`config.mk`:
```
export PLATFORM = sky130hd
export DESIGN_NAME = instr_fetch_stage_flat
export DESIGN_NICKNAME = d
export VERILOG_FILES = /design/src/rtl/instr_fetch_stage_if.sv /design/src/rtl/instr_fetch_stage.sv /design/src/flat_wrapper.sv
export SDC_FILE = /design/constraint.sdc
export NUM_CORES = 1
export LEC_CHECK = 0
export CAP_MARGIN = 15
export CORE_MARGIN = 1
export CORE_UTILIZATION = 45
export DETAILED_ROUTE_END_ITERATION = 7
export GPL_TIMING_DRIVEN = 0
export PLACE_DENSITY = 0.72
export SLEW_MARGIN = 5
export SYNTH_ARGS = -nofsm -noshare
export SYNTH_HDL_FRONTEND = slang
export SYNTH_SLANG_ARGS = --single-unit
```
`constraint.sdc`:
```
create_clock -name clock -period 6 [get_ports clock]
set_input_delay 1.2 -clock clock [delete_from_list [all_inputs] [get_ports clock]]
set_output_delay 1.2 -clock clock [all_outputs]
set_load 0.01 [all_outputs]
```
`src/rtl/instr_fetch_stage_if.sv`:
```
// Instruction-memory request/acknowledge port between the IF stage and instruction memory.
interface instr_fetch_stage_if;
    logic        req;
    logic [31:0] addr;
    logic        ack;
    logic [31:0] rdata;

    modport master (output req, output addr, input ack, input rdata);
    modport slave  (input req, input addr, output ack, output rdata);
endinterface

```
`src/rtl/instr_fetch_stage.sv`:
```
// IF stage: PC, req/ack instruction fetch, IF/ID register with one-entry skid buffer,
// and branch/jump redirect that flushes IF/ID and drains a pending fetch.
//
//   state | meaning
//   FETCH | request outstanding at pc; ack loads IF/ID or the skid buffer
//   SKID  | skid buffer full, no request; empties into IF/ID when stall drops
//   DRAIN | request to a pre-redirect address outstanding; its ack is dropped
module instr_fetch_stage #(
    parameter logic [31:0] RESET_PC = 32'h0000_0000
) (
    input  logic                       clock,
    input  logic                       reset,
    instr_fetch_stage_if.master        imem,
    input  logic                       stall,
    input  logic                       redirect,
    input  logic [31:0]                redirect_pc,
    output logic                       id_valid,
    output logic [31:0]                id_instr,
    output logic [31:0]                id_pc4,
    output logic [15:0]                id_imm
);

    typedef enum logic [1:0] {
        FETCH = 2'd0,
        SKID  = 2'd1,
        DRAIN = 2'd2
    } state_t;

    state_t      state, state_nxt;
    logic [31:0] pc, pc_nxt;
    logic [31:0] drain_addr, drain_addr_nxt;
    logic [31:0] skid_instr, skid_instr_nxt;
    logic [31:0] skid_pc4, skid_pc4_nxt;
    logic        id_valid_nxt;
    logic [31:0] id_instr_nxt, id_pc4_nxt;
    logic        req, ack;
    logic [31:0] pc_plus4;
    logic [1:0]  unused_rpc_lsb;

    // Gated by reset so no request is visible while the block is held in reset.
    assign req            = !reset && (state != SKID);
    assign ack            = req && imem.ack;
    assign imem.req       = req;
    assign imem.addr      = (state == DRAIN) ? drain_addr : pc;
    assign pc_plus4       = pc + 32'd4;
    assign id_imm         = id_instr[15:0];
    assign unused_rpc_lsb = redirect_pc[1:0];

    always_ff @(posedge clock) begin
        if (reset) begin
            state      <= FETCH;
            pc         <= RESET_PC;
            drain_addr <= '0;
            skid_instr <= '0;
            skid_pc4   <= '0;
            id_valid   <= 1'b0;
            id_instr   <= '0;
            id_pc4     <= '0;
        end else begin
            state      <= state_nxt;
            pc         <= pc_nxt;
            drain_addr <= drain_addr_nxt;
            skid_instr <= skid_instr_nxt;
            skid_pc4   <= skid_pc4_nxt;
            id_valid   <= id_valid_nxt;
            id_instr   <= id_instr_nxt;
            id_pc4     <= id_pc4_nxt;
        end
    end

    always_comb begin
        state_nxt      = state;
        pc_nxt         = pc;
        drain_addr_nxt = drain_addr;
        skid_instr_nxt = skid_instr;
        skid_pc4_nxt   = skid_pc4;
        id_valid_nxt   = id_valid;
        id_instr_nxt   = id_instr;
        id_pc4_nxt     = id_pc4;

        if (redirect) begin
            pc_nxt       = {redirect_pc[31:2], 2'b00};
            id_valid_nxt = 1'b0;
            // An unanswered request must be drained; a redirect in DRAIN keeps the old address.
            if (req && !ack) begin
                state_nxt = DRAIN;
                if (state == FETCH) begin
                    drain_addr_nxt = pc;
                end
            end else begin
                state_nxt = FETCH;
            end
        end else begin
            if (id_valid && !stall) begin
                id_valid_nxt = 1'b0;
            end
            case (state)
                FETCH: begin
                    if (ack) begin
                        pc_nxt = pc_plus4;
                        if (!id_valid || !stall) begin
                            id_instr_nxt = imem.rdata;
                            id_pc4_nxt   = pc_plus4;
                            id_valid_nxt = 1'b1;
                        end else begin
                            skid_instr_nxt = imem.rdata;
                            skid_pc4_nxt   = pc_plus4;
                            state_nxt      = SKID;
                        end
                    end
                end
                SKID: begin
                    if (!stall) begin
                        id_instr_nxt = skid_instr;
                        id_pc4_nxt   = skid_pc4;
                        id_valid_nxt = 1'b1;
                        state_nxt    = FETCH;
                    end
                end
                DRAIN: begin
                    if (ack) begin
                        state_nxt = FETCH;
                    end
                end
                default: begin
                    state_nxt = FETCH;
                end
            endcase
        end
    end

endmodule

```
`src/flat_wrapper.sv`:
```
// flat-port wrapper written by rule: the top's interface ports become plain ports
module instr_fetch_stage_flat 
#(
    parameter logic [31:0] RESET_PC = 32'h0000_0000
)
  (clock, reset, stall, redirect, redirect_pc, id_valid, id_instr, id_pc4, id_imm, imem_req, imem_addr, imem_ack, imem_rdata);
  instr_fetch_stage_if imem_i ();
  input  logic clock;
  input  logic reset;
  input  logic stall;
  input  logic redirect;
  input  logic [31:0] redirect_pc;
  output logic id_valid;
  output logic [31:0] id_instr;
  output logic [31:0] id_pc4;
  output logic [15:0] id_imm;
  output wire logic [$bits(imem_i.req)-1:0] imem_req;
  output wire logic [$bits(imem_i.addr)-1:0] imem_addr;
  input wire logic [$bits(imem_i.ack)-1:0] imem_ack;
  input wire logic [$bits(imem_i.rdata)-1:0] imem_rdata;
  assign imem_req = imem_i.req;
  assign imem_addr = imem_i.addr;
  assign imem_i.ack = imem_ack;
  assign imem_i.rdata = imem_rdata;
  instr_fetch_stage #(.RESET_PC(RESET_PC)) u_core (.clock(clock), .reset(reset), .imem(imem_i), .stall(stall), .redirect(redirect), .redirect_pc(redirect_pc), .id_valid(id_valid), .id_instr(id_instr), .id_pc4(id_pc4), .id_imm(id_imm));
endmodule
```
==> metrics.txt <==
# TYPE chip_impl_metric gauge
chip_impl_metric{name="antenna_left",unit=""} 0
chip_impl_metric{name="tritoncts.num_buffers",unit=""} 17
chip_impl_metric{name="timing.slew.headroom",unit="%"} 36.2
chip_impl_metric{name="grt_pass1_wl",unit="mm"} 41.9
chip_impl_metric{name="report.final.setup_viol",unit=""} 0
chip_impl_metric{name="initial_utilization",unit="%"} 46.4
chip_impl_metric{name="power_switching",unit="mW"} 0.730
chip_impl_metric{name="fin_skew",unit="ps"} 10.4
chip_impl_metric{name="routed_wl",unit="mm"} 26.9
chip_impl_info{name="timing.hold.worst.class",value="reg -> reg"} 1
chip_impl_metric{name="layout.filler_cells",unit=""} 1742
chip_impl_info{name="crit_type",value="in -> out"} 1
chip_impl_info{name="cts_tree",value="done"} 1
chip_impl_metric{name="antenna_found_initial",unit=""} 0
chip_impl_metric{name="n_antenna_cell",unit=""} 0
chip_impl_metric{name="cts_resized",unit=""} 0
chip_impl_metric{name="ys_seq_elements",unit=""} 187
chip_impl_metric{name="worstMarginPinSlew",unit="ps"} 948
chip_impl_metric{name="grtUsageTotal",unit="%"} 27.0
chip_impl_metric{name="worstRegToRegCells",unit=""} 6
chip_impl_metric{name="routedWlPerCell",unit="µm"} 17.0
chip_impl_metric{name="p_sw_share",unit="%"} 26.2
chip_impl_metric{name="max_freq",unit="GHz"} 0.201
chip_impl_metric{name="cellLeakagePower",unit="nW"} 3.98
chip_impl_metric{name="period_needed",unit="ps"} 4970
chip_impl_metric{name="worstPathArrival",unit="ps"} 3770
chip_impl_metric{name="finish.net_count",unit=""} 1378
chip_impl_info{name="critical_path.endpoint_type",value="output port"} 1
chip_impl_metric{name="dp_cells",unit=""} 1549
chip_impl_metric{name="final_cell_count_no_fill",unit=""} 1580
chip_impl_metric{name="final_layout_size_suffix_gt1_share",unit="%"} 10.0
chip_impl_info{name="setup.worst_path.start_class",value="primary input"} 1
chip_impl_metric{name="cp_slowest_stage_delay",unit="ps"} 510
chip_impl_metric{name="syn_to_final_growth",unit="%"} 30.3
chip_impl_metric{name="hold_viol_final",unit=""} 0
chip_impl_info{name="crit_chain",value="clkdlybuf4s50_1 > clkbuf_1 > clkbuf_1 > clkbuf_1 > nor2_1 > clkdlybuf4s50_1"} 1
chip_impl_metric{name="fin_crit_sh",unit="%"} 82.8
chip_impl_metric{name="drt-pass1-iter-count",unit=""} 6
chip_impl_metric{name="die_width",unit="µm"} 142
chip_impl_metric{name="dr.first_iter.drc_count",unit=""} 700
chip_impl_metric{name="clk_pin_slew",unit="ps"} 60
chip_impl_info{name="ctsRootBufferMaster",value="clkbuf_16"} 1
chip_impl_metric{name="power_frac_clock",unit="%"} 40.0
chip_impl_metric{name="globalplace.congestion",unit=""} 0.913
chip_impl_metric{name="fp-row-count",unit=""} 50
chip_impl_info{name="ys.flop_type",value="dfxtp_1"} 1
chip_impl_info{name="outcome",value="finished, final reports clean"} 1
chip_impl_metric{name="dieHeight",unit="µm"} 142
chip_impl_info{name="cpMostUsedCell",value="clkbuf_1"} 1
chip_impl_metric{name="synth_enable_flop_cells",unit=""} 0
chip_impl_metric{name="detailroute.via_count",unit=""} 8617
chip_impl_metric{name="place.port_buffers",unit=""} 176
chip_impl_metric{name="mappedNetlistArea",unit="µm²"} 8800
chip_impl_metric{name="total_power",unit="mW"} 2.79
chip_impl_metric{name="io_pins",unit=""} 183
chip_impl_metric{name="drv_cap",unit=""} 0
chip_impl_info{name="most-common-layout-cells",value="nand2_1 (249), dfxtp_1 (187), clkdlybuf4s50_1 (176)"} 1
chip_impl_metric{name="synthesized_instance_count",unit=""} 1110
chip_impl_metric{name="p_int",unit="mW"} 2.06
chip_impl_metric{name="cp_num_buf_inv",unit=""} 5
chip_impl_metric{name="hold_path_depth",unit=""} 2
chip_impl_metric{name="routed_via_density",unit=""} 5.45
chip_impl_metric{name="power.share.combinational",unit="%"} 13.4
chip_impl_metric{name="detail_route.drc_violations",unit=""} 0
chip_impl_metric{name="yosys_warnings",unit=""} 0
chip_impl_metric{name="power_frac_seq",unit="%"} 46.6
chip_impl_info{name="critPathSlowestCell",value="clkdlybuf4s50_1"} 1
chip_impl_metric{name="worst-path-stages",unit=""} 6
chip_impl_metric{name="overflow",unit=""} 0
chip_impl_metric{name="peak_supply_drop",unit="µV"} 221
chip_impl_metric{name="postCtsSetupRepairBufs",unit=""} 0
chip_impl_info{name="mostFrequentLayoutCell",value="nand2_1"} 1
chip_impl_metric{name="seqCellArea",unit="µm²"} 3740
chip_impl_metric{name="clock_tree.buffer_depth",unit=""} 2
chip_impl_metric{name="crit_fanout",unit=""} 10
chip_impl_metric{name="synth_seq_area_share",unit="%"} 42.5
chip_impl_metric{name="cts_hold_repair.buffers",unit=""} 0
chip_impl_metric{name="synth.distinct_cells",unit=""} 54
chip_impl_metric{name="design.die.area",unit="µm²"} 20100
chip_impl_metric{name="timing.setup.tns",unit="ps"} 0
chip_impl_metric{name="dp_hpwl",unit="mm"} 19.6
chip_impl_metric{name="grt_pass1_vias",unit=""} 7959
chip_impl_info{name="rsz_0062_raised_after_global_routing",value="no"} 1
chip_impl_metric{name="powerDensity",unit="nW/µm²"} 243
chip_impl_metric{name="count_of_final_max_slew_check_failures",unit=""} 0
chip_impl_metric{name="sinks_on_clock_net",unit=""} 187
chip_impl_info{name="critPathTopFamily",value="buffers and inverters"} 1
chip_impl_metric{name="grt_max_degree",unit=""} 17
chip_impl_metric{name="htree_levels",unit=""} 4
chip_impl_metric{name="design.core.area",unit="µm²"} 19000
chip_impl_metric{name="async_reset_ff_share",unit="%"} 0
chip_impl_metric{name="multi_input_gate_area_in_the_final_layout",unit="µm²"} 4390
chip_impl_metric{name="critPathRequiredTime",unit="ps"} 4800
chip_impl_metric{name="mean_cell_area_of_the_mapped_netlist",unit="µm²"} 7.93
chip_impl_metric{name="worst_skew_pair_later_pin_latency",unit="ps"} 450
==> flip-flops by register name, indices dropped and copies added (netlist names) <==
signal and flops:
u_core.drain_addr 30, u_core.id_instr 32, u_core.id_pc4 30, u_core.id_valid 1, u_core.pc 30, u_core.skid_instr 32, u_core.skid_pc4 30, u_core.state 2
==> worst reg2reg max path: stages, from the launching register on <==
cell     delay, ps
dfxtp_1        460
ha_1           300
nand3_1        310
nor4_1         900
xor2_1         300
o21ai_0        350
a21oi_1        110
==> synth_stat cells, types with 13 or more instances <==
cell      instances  area, µm²
a311oi_1         41        359
clkbuf_1         66        248
nor2_1          104        390
nand4_1          23        144
nor4_1           14       87.6
xor2_1           19        166
buf_4            28        210
buf_2            26        130
nand3_1          20        100
xnor2_1          25        219
nor3_1           13       65.1
a211oi_1         28        210
o21ai_0          38        190
nand2_1         249        935
mux2_2           30        338
dfxtp_1         187       3740
a21oi_1         106        531
==> through the flow <==
| step | setup WS, ps | hold slack, ps | utilization, % | instance area [µm²] |
|---|---|---|---|---|
| after floorplan | 2610 | 434 | - | 8810 |
| after global placement | 1040 | 439 | 57.5 | 10900 |
| after detailed placement | 1020 | 446 | 57.5 | 10900 |
| after CTS | 1000 | 455 | 60.5 | 11500 |
| after global routing | 864 | 471 | 60.5 | 11500 |
| final | 1030 | 453 | 60.5 | 11500 |
==> area by class of cell <==
cell class              instances  area share [%]
multi-input cells             791            38.3
flip-flops and latches        187            32.6
repair buffers                176            15.4
plain buffers                 130            5.74
clock buffers                  21            4.02
well taps                     260            2.84
clock inverters                10           0.928
inverters                       5           0.164
==> logic make-up (layout without fill, tap and decap cells) <==
group | count (synthesis) | after routing | synth area share (%)
and+or+nand+nor | 467 | 467 | 23.9
AOI/OAI and AO/OA | 244 | 244 | 17.4
DFF | 187 | 187 | 42.5
buffers and inverters | 135 | 342 | 7.69
xor gates and xnor gates | 44 | 44 | 4.38
muxes | 31 | 31 | 3.95
adders and majority gates | 1 | 1 | 0.142
other | 1 | 4 | 0.0426
==> power by group through the flow <==
stage	Combinational (mW)	Clock, mW	Sequential (mW)
after floorplan	0.185	0	1.33
after global placement	0.369	0	1.33
after detailed placement	0.370	0	1.33
after CTS	0.373	1.12	1.30
after global routing	0.403	1.18	1.30
final	0.375	1.11	1.30
==> metal layers <==
layer	up-vias	global-route usage [%]	wire length, µm
li1	4211	-	-
met1	3971	35.6	11800
met2	379	44.0	12500
met3	56	5.03	1990
met4	0	9.90	614
met5	-	0	0
==> worst paths after layout <==
path                              start                     to  slack [ps]
hold / removal    u_core.drain_addr[11]  u_core.drain_addr[11]         450
hold reg to reg   u_core.drain_addr[11]  u_core.drain_addr[11]         450
setup / recovery                  reset               imem_req        1030
setup reg to reg           u_core.pc[3]      u_core.id_pc4[16]        3120
(Power assumes the default switching activity.)
